$ cat config.mk
export PLATFORM = sky130hd
export DESIGN_NAME = stopwatch_core
export DESIGN_NICKNAME = d
export VERILOG_FILES = /design/src/rtl/stopwatch_core.sv
export SDC_FILE = /design/constraint.sdc
export NUM_CORES = 1
export LEC_CHECK = 0
export CAP_MARGIN = 30
export CORE_MARGIN = 2
export CORE_UTILIZATION = 62
export DETAILED_ROUTE_END_ITERATION = 6
export PLACE_DENSITY = 0.88
export SLEW_MARGIN = 20
export SYNTH_ARGS = -nofsm -noshare
export SYNTH_HDL_FRONTEND = slang
export SYNTH_SLANG_ARGS = --single-unit
$ cat constraint.sdc
create_clock -name clk -period 3.5 [get_ports clk]
set_clock_uncertainty 0.15 [all_clocks]
set_input_delay 0.7 -clock clk [delete_from_list [all_inputs] [get_ports clk]]
set_output_delay 0.7 -clock clk [all_outputs]
set_load 0.005 [all_outputs]
$ cat src/rtl/stopwatch_core.sv
// stopwatch_core: two-digit (00-99) BCD stopwatch with a multiplexed
// seven-segment display driver.
//
// Parameters:
//   TICK_DIV  clk cycles per one-second count tick (>= 2)
//   SCAN_DIV  clk cycles per display digit slot    (>= 2)
//
// Ports:
//   clk          system clock, rising edge
//   n_rst        asynchronous active-low reset
//   one_pulse    single-cycle request: ones digit +1 (PAUSE only)
//   ten_pulse    single-cycle request: tens digit +1 (PAUSE only)
//   pause_pulse  single-cycle request: toggle RUN/PAUSE
//   clear_pulse  single-cycle request: zero count and prescaler, force PAUSE
//   ssd[7:0]     active-high segments {dp,g,f,e,d,c,b,a} of the selected digit
//   digit_en     active-high digit enable (2'b01 = ones, 2'b10 = tens)
//
// Optional feature macro: SSD_DP_BLINK_EN
//   When defined, the decimal point is lit in RUN during the first half of
//   each prescaler period. When undefined, ssd[7] is tied to 0.

module stopwatch_core #(
  parameter int unsigned TICK_DIV = 10000000,
  parameter int unsigned SCAN_DIV = 10000
) (
  input  logic       clk,
  input  logic       n_rst,
  input  logic       one_pulse,
  input  logic       ten_pulse,
  input  logic       pause_pulse,
  input  logic       clear_pulse,
  output logic [7:0] ssd,
  output logic [1:0] digit_en
);

  localparam int unsigned PW = $clog2(TICK_DIV);
  localparam int unsigned SW = $clog2(SCAN_DIV);
  localparam logic [PW-1:0] PRESC_LAST = PW'(TICK_DIV - 1);
  localparam logic [SW-1:0] SCAN_LAST  = SW'(SCAN_DIV - 1);

  typedef enum logic {
    ST_PAUSE = 1'b0,
    ST_RUN   = 1'b1
  } state_t;

  state_t        state_q, state_d;
  logic          run;
  logic          tick;

  logic [PW-1:0] presc_q, presc_d;
  logic [3:0]    ones_q, ones_d;
  logic [3:0]    tens_q, tens_d;
  logic [SW-1:0] scan_q, scan_d;
  logic          sel_q, sel_d;

  logic [3:0]    digit_val;
  logic [6:0]    seg;
  logic          dp;

  // ---------------- FSM: state register ----------------
  always_ff @(posedge clk or negedge n_rst) begin
    if (!n_rst) state_q <= ST_PAUSE;
    else        state_q <= state_d;
  end

  // ---------------- FSM: next state ----------------
  // clear wins over pause; a pause coincident with a tick still toggles,
  // the tick being applied by the datapath in the same edge.
  always_comb begin
    state_d = state_q;
    if (clear_pulse) begin
      state_d = ST_PAUSE;
    end else if (pause_pulse) begin
      state_d = (state_q == ST_RUN) ? ST_PAUSE : ST_RUN;
    end
  end

  // ---------------- FSM: outputs ----------------
  always_comb begin
    run = (state_q == ST_RUN);
  end

  assign tick = run && (presc_q == PRESC_LAST);

  // ---------------- Prescaler and BCD count ----------------
  always_comb begin
    presc_d = presc_q;
    ones_d  = ones_q;
    tens_d  = tens_q;
    if (clear_pulse) begin
      presc_d = '0;
      ones_d  = '0;
      tens_d  = '0;
    end else begin
      if (run) begin
        presc_d = tick ? '0 : presc_q + 1'b1;
      end
      if (tick) begin
        if (ones_q == 4'd9) begin
          ones_d = '0;
          tens_d = (tens_q == 4'd9) ? '0 : tens_q + 1'b1;
        end else begin
          ones_d = ones_q + 1'b1;
        end
      end else if (!run) begin
        // Manual set: each digit wraps independently, no carry.
        if (one_pulse) ones_d = (ones_q == 4'd9) ? '0 : ones_q + 1'b1;
        if (ten_pulse) tens_d = (tens_q == 4'd9) ? '0 : tens_q + 1'b1;
      end
    end
  end

  // ---------------- Display scan ----------------
  always_comb begin
    scan_d = (scan_q == SCAN_LAST) ? '0 : scan_q + 1'b1;
    sel_d  = (scan_q == SCAN_LAST) ? ~sel_q : sel_q;
  end

  always_ff @(posedge clk or negedge n_rst) begin
    if (!n_rst) begin
      presc_q <= '0;
      ones_q  <= '0;
      tens_q  <= '0;
      scan_q  <= '0;
      sel_q   <= 1'b0;
    end else begin
      presc_q <= presc_d;
      ones_q  <= ones_d;
      tens_q  <= tens_d;
      scan_q  <= scan_d;
      sel_q   <= sel_d;
    end
  end

  // ---------------- Segment decode ----------------
  assign digit_val = sel_q ? tens_q : ones_q;

  always_comb begin
    seg = 7'h00;
    case (digit_val)
      4'd0: seg = 7'h3F;
      4'd1: seg = 7'h06;
      4'd2: seg = 7'h5B;
      4'd3: seg = 7'h4F;
      4'd4: seg = 7'h66;
      4'd5: seg = 7'h6D;
      4'd6: seg = 7'h7D;
      4'd7: seg = 7'h07;
      4'd8: seg = 7'h7F;
      4'd9: seg = 7'h6F;
      default: seg = 7'h00;
    endcase
  end

`ifdef SSD_DP_BLINK_EN
  assign dp = run && (presc_q < PW'(TICK_DIV / 2));
`else
  assign dp = 1'b0;
`endif

  assign ssd      = {dp, seg};
  assign digit_en = sel_q ? 2'b10 : 2'b01;

endmodule

Word level (Yosys, flattened, before mapping)
Memory sizes are Yosys's and may differ from the RTL's. Index checks and enable logic that the tools add are counted.

Register bits after elaboration: 48. Bits in latches: 0. Memory bits (writable): 0. Bits in read-only memories: 112. Word-level logic and storage cells: 45. Memories kept: 1.

Add/sub/neg operators: 4. Multipliers: 0. Div/mod/pow operators: 0. $lt $le $gt $ge: 0. Equal/unequal tests: 6. Shifts and indexed selects: 0. Multiplexer cells: 20. Bitwise gates (word level): 1. Reductions and logical operators: 7.

Memory list: (no name shown) (depth 16, width 7, rd ports 1, clocked after memory_dff 0, wr ports 0, RTL line 140) `case (digit_val)`.

Operator list (count): $mux W24 (3); $mux W4 (12); $add A24 B1 Y24 const B (1); $eq A24 B24 Y1 const B (1); $add A14 B1 Y14 const B (1); $eq A14 B14 Y1 const B (1); $mux W14 (1); $add A4 B1 Y4 const B (2); $eq A4 B4 Y1 const B (2); $ne A3 B2 Y1 const B (2); $reduce_bool A3 Y1 (2); $reduce_bool A2 Y1 (2); $mux W1 (3); $reduce_and A3 Y1 (1); $mux W2 (1); $reduce_and A2 Y1 (1); $logic_and A1 B1 Y1 (1); $not A1 Y1 (1).

Longest topological paths before layout
Gate-level depths: netlist of the first run.

Word-level depth: 6. Mapped depth: 9.

Least setup slack after synthesis of the first run
No wires, ideal clock.

Kind: reg2out. From: register sel_q. To: output port ssd[4]. Arrival time: 1637 ps. Path slack: 1013 ps. Cell stages (with the launch flop): 7. Cells stage by stage: dfrtp_1 > clkbuf_1 > inv_1 > a21boi_1 > inv_1 > ha_1 > a22o_1.

Word-level cells in the longest chain between the ends: 2.

RTL lines: start: declaration (RTL line 54) `logic sel_q, sel_d;`; start signal: assignment (RTL line 131) `sel_q <= sel_d;`; $mux W4 (RTL line 136) `assign digit_val = sel_q ? tens_q : ones_q;`; $mem_v2 Z16 W7; end: declaration (RTL line 32) `output logic [7:0] ssd,`.

Every way passes these cells.

Final worst setup path of the first run
From: register sel_q. To: output port ssd[0].

The elaborated chain is that of the path after synthesis.

==> impl_metrics.json, run 1 <==
{
  "n_fill_cell": 322,
  "synth_edf_count": 0,
  "crit_path_end_kind": "output pin",
  "ff_latch_area_um2": 1201,
  "vias": 2329,
  "hold_violations": 0,
  "synthFlopType": "dfrtp_1",
  "crit_chain": "mux2i_2 > inv_1 > ha_1 > nor2b_1 > o21ai_0 > o21ai_0 > clkdlybuf4s50_1",
  "status": "completed",
  "viasPerCell": 6.363,
  "layout_commonest_cell": "dfrtp_1",
  "clk_latency_ns": 0.31,
  "synth_seq_cells": 48,
  "wl_um": 5745,
  "peakVddDrop_mv": 0.2742,
  "rsz0062_at_grt": "no",
  "netlist_area_um2": 2791,
  "clkTransAtPathRegs_ns": 0.09,
  "hold_ws_ns": 0.1619,
  "antenna_found_initial": 0,
  "drive_gt1_share_pct": 7.643,
  "cts_sinks": 48,
  "core_um2": 4354,
  "critPathLaunchType": "register",
  "die_w_um": 71.10,
  "crit_start": "sel_q$_DFFE_PN0N_",
  "antennaDiodeCount": 0,
  "grt_pass1_vias": 2219,
  "clock.fmax_mhz": 309.3,
  "worst-path-max-fanout": 7,
  "drc": 0,
  "wire_per_inst_um": 15.70,
  "grt_max_degree": 34,
  "crit_top_cell": "o21ai_0",
  "cts_buffers": 5,
  "syn_nets": 320,
  "post-place-ws_ns": 0.4820,
  "grt_usage_pct": 24.51,
  "power_mw": 1.160,
  "cts_setup_buffers": 0,
  "grt-ovfl-total": 0,
  "fin_setup_tns_ns": 0,
  "post-route-util_pct": 71.01,
  "cpPeakStageDelay_ns": 0.52,
  "io_buffers": 14,
  "area_growth_pct": 10.76,
  "async_flop_share_pct": 100.0,
  "crit_family": "buffers and inverters",
  "layout.nets": 331,
  "worst_pin_slew_ns": 0.7305,
  "synth-seq-area-share_pct": 43.03,
  "min_path_type": "in2async",
  "final_cell_mix": "48 x dfrtp_1, 31 x nand2_1, 22 x nor2_1",
  "gp_congestion": 0.8752,
  "r2r_start": "presc_q[0]$_DFFE_PN0N_",
  "rows": 24,
  "io_pins": 16,
  "yosysWarnings": 0,
  "p_leak_nw": 1.290,
  "cts_tree": "done",
  "crit_arrival_ns": 2.38,
  "slew_headroom_pct": 50.93,
  "finalMaxSlewViolations": 0,
  "synth_cell_type_count": 50,
  "cp.required_ns": 2.65,
  "crit_slowest_cell": "clkdlybuf4s50_1",
  "ant_nets": 0,
  "avgSynthCellArea_um2": 9.243,
  "start_util_pct": 64.11,
  "setup_viol": 0,
  "syn_inst": 302,
  "cts_buffer_depth": 2,
  "cp_num_buf_inv": 2,
  "htreeDepth": 2,
  "dp_hpwl_um": 4093,
  "drt_first_pass_iters": 4,
  "cts-root-buf": "clkbuf_8",
  "grt_pass1_wl_um": 9908,
  "multiInputGateArea_um2": 1495,
  "period_needed_ns": 3.233,
  "drt_iter0_drc": 151,
  "dieHeight_um": 71.10,
  "cap_violations": 0,
  "finalWorstSetupSlack_ns": 0.2674,
  "fin_crit_sh_pct": 92.36,
  "critPathKind": "reg2out",
  "die_area_um2": 5055,
  "p_per_area_nw_per_um2": 375.1
}
[worst register-to-register path: stages, from the launching register on]
cell     delay (ns)
dfrtp_1        0.40
ha_1           0.25
nand3_2        0.17
nor4_4         0.64
a31oi_4        0.25
or4_1          0.52
a21oi_1        0.14
[Yosys cell counts, drive strengths merged, types with 5 or more instances]
cell type / number / area (um^2)
ha: 12 / 150.1
nand2: 31 / 116.4
xor2: 6 / 52.55
dfrtp: 48 / 1201
nor2: 22 / 82.58
or3: 6 / 37.54
buf: 8 / 43.78
clkbuf: 6 / 22.52
inv: 11 / 41.29
a31oi: 17 / 121.4
nand3: 15 / 92.59
a41oi: 5 / 43.79
xnor2: 9 / 78.83
mux2i: 5 / 50.05
and3: 8 / 50.05
o21ai: 21 / 105.1
nand4: 6 / 37.54
a21oi: 21 / 105.1
[per-layer routing]
layer  wire (um)  GRT usage, %  share of wire, %
met2        2795         42.37                49
met5           0             0                 0
met4         119         8.386               2.1
met1        2549         31.37                44
met3         281         3.989               4.9
[area by class of cell]
class / count / share of cell area (%)
multi-input cells: 229 / 48.36
flip-flops and latches: 48 / 38.85
repair buffers: 18 / 5.747
clock buffers: 5 / 2.226
well taps: 52 / 2.104
clock inverters: 3 / 1.376
inverters: 11 / 1.335
[logic make-up after synthesis]
| family | after synthesis | synth area share [%] |
|---|---|---|
| xor gates and xnor gates | 15 | 4.707 |
| and+or+nand+nor | 117 | 22.91 |
| buffers and inverters | 25 | 3.854 |
| muxes | 7 | 2.600 |
| AOI/OAI and AO/OA | 77 | 17.39 |
| DFF | 48 | 43.03 |
| adders and majority gates | 12 | 5.379 |
| other | 1 | 0.1343 |
[flip-flops by register name, summed over array words and instances, names as in the netlist]
signal,flops
run,1
scan_q,14
presc_q,24
ones_q,4
tens_q,4
sel_q,1
[what timing repair did]
| item | 4_1_cts | 5_1_grt |
|---|---|---|
| hold buffers | 0 | 0 |
| resized for setup | 0 | 2 |
| setup endpoints to repair | 0 | 5 |
[final timing paths]
check / to / slack [ns] / cells past startpoint
max reg2reg: tens_q[2]$_DFFE_PN0P_ / 0.93 / 6
min reg2reg: scan_q[0]$_DFF_PN0_ / 0.33 / 1
min in group clk: scan_q[0]$_DFF_PN0_ / 0.33 / 1
max: ssd[0] / 0.27 / 7
max in group asynchronous: presc_q[10]$_DFFE_PN0N_ / 2.54 / 2
min: presc_q[13]$_DFFE_PN0N_ / 0.16 / 1
[where the power goes]
group	switching, mW	internal [mW]	leakage, nW	total, mW
combinational	0.0919	0.0851	0.585	0.177
clock	0.187	0.211	0.0541	0.399
sequential	0.0197	0.564	0.651	0.584
total	0.299	0.861	1.29	1.16
[per-stage QoR]
step / instance area, um^2 / std cells
finish: 3092 / 366
global route: 3092 / 366
CTS: 3084 / 366
detailed placement: 2973 / 358
global placement: 2953 / 357
floorplan: 2791 / 302
(Power assumes the default switching activity.)
==> inputs of run 2 (changes only) <==
--- a/config.mk
+++ b/config.mk
@@ -5,11 +5,11 @@
 export SDC_FILE = /design/constraint.sdc
 export NUM_CORES = 1
 export LEC_CHECK = 0
+export ABC_AREA = 1
 export CAP_MARGIN = 30
-export CORE_MARGIN = 2
-export CORE_UTILIZATION = 62
+export CORE_UTILIZATION = 61
 export DETAILED_ROUTE_END_ITERATION = 6
-export PLACE_DENSITY = 0.88
+export PLACE_DENSITY = 0.87
 export SLEW_MARGIN = 20
 export SYNTH_ARGS = -nofsm -noshare
 export SYNTH_HDL_FRONTEND = slang
==> constraint.sdc (replaced) <==
create_clock -name clk -period 3.2 [get_ports clk]
set_clock_uncertainty 0.15 [all_clocks]
set_input_delay 0.64 -clock clk [delete_from_list [all_inputs] [get_ports clk]]
set_output_delay 0.64 -clock clk [all_outputs]
set_load 0.005 [all_outputs]
==> run 2 against run 1 <==
  * Worst setup slack lost 0.073 ns
  * Synthesized cell count grew 51%
  * Clock power grew 16%
  * Sequential share of layout area shrank 5.2 points
  * Largest power group unchanged
  * Critical path type unchanged
  * Final cell count grew 50%
  * Critical path depth grew 2
  * Area after synthesis grew 15%
  * Critical endpoint is now ssd[1]
  * Via count grew 27%
==> impl_metrics.json, run 2 <==
{
  "worst-path-max-fanout": 4,
  "finalNonFillerCells": 548,
  "cts_sinks": 48,
  "synth_edf_count": 0,
  "htreeDepth": 2,
  "grt_max_degree": 30,
  "yosysWarnings": 0,
  "cpPeakStageDelay_ns": 0.49,
  "syn_inst": 457,
  "cts_tree": "done",
  "synth-seq-area-share_pct": 37.50,
  "cap_violations": 0,
  "placed_area_um2": 3430,
  "start_util_pct": 63.12,
  "synth_top_cell_area_share_pct": 37.50,
  "drt_iter0_drc": 238,
  "clkTransAtPathRegs_ns": 0.09,
  "core_um2": 5075,
  "ant_nets": 0,
  "layout_commonest_cell": "nand2_1",
  "finalMaxSlewViolations": 0,
  "dp_hpwl_um": 5233,
  "clk_latency_ns": 0.30,
  "regMostFlops": "presc_q",
  "crit_path_end_kind": "output pin",
  "fin_crit_sh_pct": 93.94,
  "netlist_area_um2": 3203,
  "clock.fmax_mhz": 332.7,
  "antenna_found_initial": 0,
  "cts_buffer_depth": 2,
  "postCtsHoldBufs": 0,
  "p_per_area_nw_per_um2": 371.2,
  "grt_pass1_vias": 2577,
  "critPathLaunchType": "register",
  "setup_viol": 0,
  "crit_slowest_cell": "clkdlybuf4s50_1",
  "synth_top_area_cell": "dfrtp_1",
  "crit_top_cell": "inv_1",
  "synthTopCellsByCount": "137 x nand2_1, 60 x inv_1, 52 x nor2_1",
  "synth_compound_area_share_pct": 8.516,
  "cts-root-buf": "clkbuf_8",
  "wl_um": 6843,
  "post-place-ws_ns": 0.3173,
  "rsz0062_at_grt": "no",
  "worst_pin_slew_ns": 0.5141,
  "grt-ovfl-total": 0,
  "synthTopCellsByArea": "dfrtp_1 38%, nand2_1 16%, inv_1 7.0%, nor2_1 6.1%, nand3_1 5.6%",
  "crit_arrival_ns": 2.22,
  "p_leak_nw": 1.702,
  "die_w_um": 74.47,
  "synth_seq_cells": 48,
  "drt_first_pass_iters": 7,
  "wire_per_inst_um": 12.49,
  "synth_top_family_by_area": "simple AND/OR/NAND/NOR gates",
  "reg_top3": "presc_q (24), scan_q (14)",
  "area_growth_pct": 11.41,
  "cp.required_ns": 2.41,
  "synth-xor-area-share_pct": 4.648,
  "slew_headroom_pct": 65.69,
  "drive_gt1_share_pct": 7.113,
  "async_flop_share_pct": 100.0,
  "multiInputGateArea_um2": 1730,
  "min_path_type": "in2async",
  "n_fill_cell": 418,
  "fin_area_um2": 3568,
  "cts_buffers": 5,
  "dieHeight_um": 74.47,
  "die_area_um2": 5545,
  "critPathKind": "reg2out",
  "fin_setup_tns_ns": 0,
  "place_inst": 539,
  "ff_latch_area_um2": 1201,
  "grt_usage_pct": 26.31,
  "layout.nets": 495,
  "synthSimpleGateAreaFrac_pct": 36.05,
  "synthAdderAreaFrac_pct": 4.688,
  "rows": 26,
  "status": "completed",
  "final_cell_mix": "137 x nand2_1, 60 x inv_1, 52 x nor2_1",
  "period_needed_ns": 3.006,
  "viasPerCell": 5.405,
  "hold_violations": 0,
  "crit_chain": "inv_1 > or2_2 > o21ai_1 > buf_4 > ha_1 > inv_1 > o21ai_0 > nand2_1 > clkdlybuf4s50_1",
  "largest_reg_flops": 24,
  "synthMuxAreaShare_pct": 0,
  "crit_family": "buffers and inverters",
  "drc": 0,
  "antennaDiodeCount": 0,
  "io_pins": 16,
  "peakVddDrop_mv": 0.3133,
  "cp_num_buf_inv": 4,
  "syn_nets": 475,
  "avgSynthCellArea_um2": 7.009,
  "vias": 2962,
  "yosys.cell_count.top_type": "nand2_1",
  "gp_congestion": 0.9188,
  "io_buffers": 14,
  "finalWorstSetupSlack_ns": 0.1940,
  "synth_cell_type_count": 34,
  "grt_pass1_wl_um": 11240,
  "synthFlopType": "dfrtp_1"
}
## run 2: changes by cell type in the layout (fill, tap and decap cells not counted), sizes merged, moves of 8 or more
cell,delta
o21ai,+8
a31oi,-17
nand3,+23
inv,+49
nor2,+39
xor2,+9
o22ai,+9
a21oi,-16
nand2,+110
## run 2: cell families (layout without fill, tap and decap cells)
family | after synthesis | count (layout)
and+or+nand+nor | 264 | 264
buffers and inverters | 67 | 88
AOI/OAI and AO/OA | 48 | 48
DFF | 48 | 48
xor gates and xnor gates | 17 | 17
adders and majority gates | 12 | 12
other | 1 | 1
## run 2: report_power, final
| part | switching [mW] | internal [mW] | total (mW) | leakage, nW |
|---|---|---|---|---|
| combinational | 0.117 | 0.0955 | 0.213 | 0.991 |
| sequential | 0.0238 | 0.624 | 0.648 | 0.649 |
| clock | 0.209 | 0.256 | 0.464 | 0.0614 |
| total | 0.350 | 0.975 | 1.32 | 1.70 |
## run 2: per-layer routing
metal | wire length, um | vias up | GRT usage [%] | share of wire (%)
met2 | 3200 | 92 | 44.14 | 47
met5 | 0 | - | 0 | 0
li1 | - | 1490 | - | -
met3 | 369 | 11 | 4.336 | 5.4
met4 | 73 | 0 | 6.289 | 1.1
met1 | 3200 | 1369 | 35.64 | 47
## run 2: cell type report
type,count,share of cell area [%]
clock buffer,6,2.314
clock inverter,2,1.087
inverter,60,6.311
multi-input combinational,342,48.49
sequential,48,33.66
tap,70,2.454
timing repair buffer,20,5.680
## run 2: through the flow
stage | total power, mW | hold WS (ns) | util, %
final | 1.325 | 0.1318 | 70.32
after global routing | 1.391 | 0.1595 | 70.32
after CTS | 1.338 | 0.1369 | 70.12
after detailed placement | 0.8731 | 0.3001 | 67.58
after global placement | 0.8614 | 0.2908 | 67.18
after floorplan | 0.7757 | 0.1944 | -
## run 2: final timing paths
kind / start / to / slack (ns) / depth (start not counted)
max: sel_q$_DFFE_PN0N_ / ssd[1] / 0.19 / 9
min: n_rst / presc_q[16]$_DFFE_PN0N_ / 0.13 / 1
max reg2reg: presc_q[0]$_DFFE_PN0N_ / presc_q[20]$_DFFE_PN0N_ / 0.95 / 10
min reg2reg: scan_q[0]$_DFF_PN0_ / scan_q[0]$_DFF_PN0_ / 0.30 / 1
max in group asynchronous: n_rst / scan_q[10]$_DFF_PN0_ / 2.26 / 2
min in group clk: scan_q[0]$_DFF_PN0_ / scan_q[0]$_DFF_PN0_ / 0.30 / 1
## run 2: worst register-to-register path: stages, from the launching register on
cell and delay, ns:
dfrtp_1 0.41, ha_1 0.26, nand2_2 0.10, nor2_4 0.14
nand3_1 0.09, nor2_1 0.11, nand3_1 0.09, nand2_2 0.37
inv_1 0.24, nand3_1 0.14, nand2_1 0.06
## run 2: what timing repair did
action,in CTS,in global routing
pin swaps,0,0
hold endpoints to repair,0,0
resized for setup,0,5
endpoints found under the setup margin,1,4
setup buffers,1,0
==> inputs of run 3 (changes only) <==
--- a/config.mk
+++ b/config.mk
@@ -7,9 +7,11 @@
 export LEC_CHECK = 0
 export ABC_AREA = 1
 export CAP_MARGIN = 30
-export CORE_UTILIZATION = 61
+export CELL_PAD_IN_SITES_DETAIL_PLACEMENT = 0
+export CELL_PAD_IN_SITES_GLOBAL_PLACEMENT = 1
+export CORE_UTILIZATION = 44
 export DETAILED_ROUTE_END_ITERATION = 6
-export PLACE_DENSITY = 0.87
+export PLACE_DENSITY = 0.86
 export SLEW_MARGIN = 20
 export SYNTH_ARGS = -nofsm -noshare
 export SYNTH_HDL_FRONTEND = slang
==> run 3 against run 2 <==
  * First-iteration DRC count is 44% lower
  * Register-to-register slack improved by 0.03 ns
  * Sequential power about the same
  * Routed wire length grew 6.4%
  * Final cell count increased by 4.7%
  * Clock power up 2%
  * Global-route usage decreased by 5.2 points
  * Critical path depth unchanged
  * Utilization shrank 18 points
  * Largest power group unchanged
==> impl_metrics.json, run 3 (same netlist as run 2, synthesis figures left out) <==
{
  "worst_pin_slew_ns": 0.8029,
  "dieHeight_um": 87.32,
  "crit_top_cell": "inv_1",
  "layout.nets": 495,
  "grt_usage_pct": 21.09,
  "cap_violations": 0,
  "die_w_um": 87.32,
  "period_needed_ns": 2.961,
  "vias": 2855,
  "layout_commonest_cell": "nand2_1",
  "core_um2": 6907,
  "finalWorstSetupSlack_ns": 0.2388,
  "crit_slowest_cell": "clkdlybuf4s50_1",
  "clk_latency_ns": 0.31,
  "cp_num_buf_inv": 4,
  "finalNonFillerCells": 574,
  "rsz0062_at_grt": "no",
  "crit_path_end_kind": "output pin",
  "htreeDepth": 2,
  "rows": 30,
  "clock.fmax_mhz": 337.7,
  "peakVddDrop_mv": 0.2021,
  "cts_tree": "done",
  "cp.required_ns": 2.41,
  "cpPeakStageDelay_ns": 0.50,
  "grt-ovfl-total": 0,
  "reg_top3": "presc_q (24), scan_q (14)",
  "critPathLaunchType": "register",
  "area_growth_pct": 11.95,
  "hold_ws_ns": 0.1258,
  "internal_power_uw": 954.7,
  "drt_first_pass_iters": 4,
  "antennaDiodeCount": 0,
  "setup_viol": 0,
  "pwr-share-clk_pct": 35.5,
  "post-route-util_pct": 51.92,
  "crit_family": "buffers and inverters",
  "drc": 0,
  "power_frac_seq_pct": 48.7,
  "crit_arrival_ns": 2.17,
  "combPwrFrac_pct": 15.8,
  "min_path_type": "in2async",
  "grt_pass1_wl_um": 12480,
  "cts_buffer_depth": 2,
  "critPathKind": "reg2out",
  "hold_violations": 0,
  "viasPerCell": 4.974,
  "wl_um": 7281,
  "io_pins": 16,
  "cts_buffers": 5,
  "wire_per_inst_um": 12.68,
  "die_area_um2": 7625,
  "grt_max_degree": 29,
  "ant_nets": 0,
  "place_inst": 565,
  "regMostFlops": "presc_q",
  "p_leak_nw": 1.691,
  "io_buffers": 14,
  "grt_pass1_vias": 2599,
  "worst-path-max-fanout": 4,
  "drive_gt1_share_pct": 7.322,
  "drt_iter0_drc": 134,
  "fin_setup_tns_ns": 0,
  "status": "completed",
  "cts_sinks": 48,
  "cts-root-buf": "clkbuf_8",
  "final_cell_mix": "137 x nand2_1, 60 x inv_1, 52 x nor2_1",
  "start_util_pct": 46.38,
  "slew_headroom_pct": 46.28,
  "p_per_area_nw_per_um2": 371.2,
  "postCtsHoldBufs": 0,
  "swShare_pct": 28.28,
  "clkTransAtPathRegs_ns": 0.11,
  "switching_power_uw": 376.5,
  "dp_hpwl_um": 5415,
  "crit_chain": "inv_1 > or2_2 > o21ai_2 > buf_4 > ha_1 > inv_1 > o21ai_0 > nand2_1 > clkdlybuf4s50_1",
  "n_fill_cell": 709,
  "post-place-ws_ns": 0.3356,
  "largest_reg_flops": 24,
  "antenna_found_initial": 0,
  "gp_congestion": 0.8448,
  "fin_crit_sh_pct": 92.54,
  "finalMaxSlewViolations": 0
}
## run 3: worst paths after layout
kind	slack, ns	to	depth (start not counted)	from
max	0.24	ssd[1]	9	sel_q$_DFFE_PN0N_
min	0.13	presc_q[10]$_DFFE_PN0N_	1	n_rst
max reg2reg	0.98	presc_q[22]$_DFFE_PN0N_	3	run$_DFFE_PN0P_
min reg2reg	0.31	scan_q[0]$_DFF_PN0_	1	scan_q[0]$_DFF_PN0_
max in group asynchronous	2.00	scan_q[4]$_DFF_PN0_	2	n_rst
min in group clk	0.31	scan_q[0]$_DFF_PN0_	1	scan_q[0]$_DFF_PN0_
## run 3: layout make-up
class	count	area (um^2)	share of cell area [%]
clock inverter	3	46.29	1.291
clock buffer	5	68.82	1.919
timing repair buffer	20	190.2	5.304
multi-input combinational	342	1734	48.36
sequential	48	1201	33.50
tap	96	120.1	3.350
inverter	60	225.2	6.281
## run 3: timing repair
item,in CTS,in global routing
resized for setup,0,8
buffers inserted,1,0
pin swaps,0,0
gates cloned,0,0
hold endpoints to repair,0,0
setup endpoints to repair,1,5
## run 3: layer usage
layer / global-route usage (%) / wire [um] / up-vias / part of all wire, %
met1: 30.90 / 3733 / 1313 / 51
met2: 32.32 / 3150 / 52 / 43
met3: 3.791 / 344 / 4 / 4.7
met5: 0 / 0 / - / 0
met4: 4.620 / 53 / 0 / 0.73
li1: - / - / 1486 / -
## run 3: stage by stage
step,power (mW),instance area [um^2]
final,1.331,3586
after global routing,1.399,3586
after CTS,1.345,3572
after detailed placement,0.8718,3450
after global placement,0.8688,3450
after floorplan,0.7757,3203
## run 3: power by group through the flow
stage                     Clock [mW]  Sequential (mW)  Combinational, mW
after floorplan                    0            0.653              0.123
after global placement             0            0.661              0.207
after detailed placement           0            0.662              0.210
after CTS                      0.480            0.648              0.217
after global routing           0.503            0.652              0.244
final                          0.473            0.648              0.210
==> variant (flow settings as in run 1) <==
The parameter `SCAN_DIV` goes from 10000 to 20000.
--- a/src/rtl/stopwatch_core.sv
+++ b/src/rtl/stopwatch_core.sv
@@ -22,5 +22,5 @@
 module stopwatch_core #(
   parameter int unsigned TICK_DIV = 10000000,
-  parameter int unsigned SCAN_DIV = 10000
+  parameter int unsigned SCAN_DIV = 20000
 ) (
   input  logic       clk,
Formal check against the unedited RTL: no difference found for any inputs over 10 cycles, from zero or initial values and one cycle with n_rst low; that may be too few to reach the edited logic, so the function may still have changed.
==> variant against run 1 <==
Power up 3.6%; register-to-register slack worse by 0.09 ns; wire length up 3.7%; design area up 2.8%; area after synthesis up 1.9%; worst setup slack worse by 0.028 ns; sequential cell count up 1; critical path type unchanged; largest cell class unchanged.
==> variant: results (changes against run 1) <==
| Metric | Value |
|---|---|
| Count of multi-input gates | 236 (+3.1%) |
| Vias/cell | 6.30 (-1.1%) |
| Nets | 344 (+3.9%) |
| Status | complete, no violations |
| Met3 WL | 232 um (-17%) |
| Non-Clock Inverter Count | 13 (+2) |
| Placed Area | 0.00306 mm2 (+2.8%) |
| Post-CTS resize count | 0 (unchanged) |
| Top Registers | presc_q x24, scan_q x15 |
| FF-to-FF path depth | 5 (-1) |
| Global-route usage over all layers | 25.5% (+1.0 points) |
| Beginning of the worst register-to-register path | presc_q[17]$_DFFE_PN0N_ |
| Synth Register Bits | 49 (+2.1%) |
| Clock network fraction of total power | 34.4% (about the same) |
| FF+latch area | 0.00123 mm2 (+2.1%) |
| Fillers | 317 (-1.6%) |
| Power Total | 1.20 mW (+3.6%) |
| Worst hold margin | 0.222 ns (+0.0601 ns) |
| Number of global-route vias before repair | 2,286 (+3.0%) |
| Post-synth top cells | 49 x dfrtp_1, 31 x nand2_1, 26 x o21ai_0 |
| Sequential-to-total area share from yosys stat | 43.1% (+0.066 points) |
| Layout non-clock buf frac | 6.30% (+0.55 points) |
| Largest net degree at the start of global routing | 26 (-24%) |
| Met2 usage | 43.4% (+1.0 points) |
| Critical path arrival | 2.41 ns (+0.03 ns) |
| WL/cell | 15.7 um (+0.12%) |
| Initial DRC Count | 162 (+7.3%) |
| Core area | 0.00438 mm2 (+0.69%) |
| Routed wl met2 | 2930 um (+4.8%) |
| Global-route wire length before repair | 10,400 um (+4.7%) |
| Met3 usage | 4.92% (+0.93 points) |
| Plain + repair buffers | 21 (+3) |
| GP Congestion | 0.859 (-1.8%) |
| Met1 usage | 33.2% (+1.8 points) |
| Post-synth net total | 328 (+2.5%) |
| Top area cells in the synthesized netlist | dfrtp_1 43%, ha_1 5.3%, o21ai_0 4.6% |
| Library cells used by synthesis | 52 (+4.0%) |
| Worst Max-Slew Pin Slew | 0.722 ns (-0.00822 ns) |
| Leakage | 1.29 nW (-0.32%) |
| Multi-input gate share of total cell area | 47.9% (-0.45 points) |
| Worst VDD drop | 0.260 mV (-5.1%) |
| Power Sequential | 602 uW (+3%) |
| NetSw | 319 uW (+6.8%) |
| Reg2reg setup slack | 0.84 ns (-0.09 ns) |
| DRT met1 WL | 2730 um (+6.9%) |
| ClkCell Share | 3.62% (+0.020 points) |
| Detailed placement HPWL | 4110 um (+0.45%) |
## variant: changes by cell type after synthesis, moves of 3 or more
cell,before,now
a21boi_0,0,3
a31oi_1,16,11
a41oi_1,5,2
and3_1,8,2
buf_2,5,0
nand3_1,13,19
nand3b_1,3,0
nor2_1,22,19
nor3_1,4,8
o21ai_0,18,26
xnor2_1,9,12
## variant: cell families after synthesis
group,after synthesis,share of synthesized area [%]
and+or+nand+nor,119,22.9
AOI/OAI and AO/OA,83,18.1
xor gates and xnor gates,16,4.93
adders and majority gates,12,5.28
other,1,0.132
DFF,49,43.1
muxes,5,1.80
buffers and inverters,25,3.83
## variant: stage by stage
stage,util (%),std cells,setup WS (ns)
final,72.5,379,0.239
after global routing,72.5,379,0.0599
after CTS,72.3,379,0.104
after detailed placement,69.7,371,0.457
after global placement,69.2,370,0.581
after floorplan,-,310,1.01
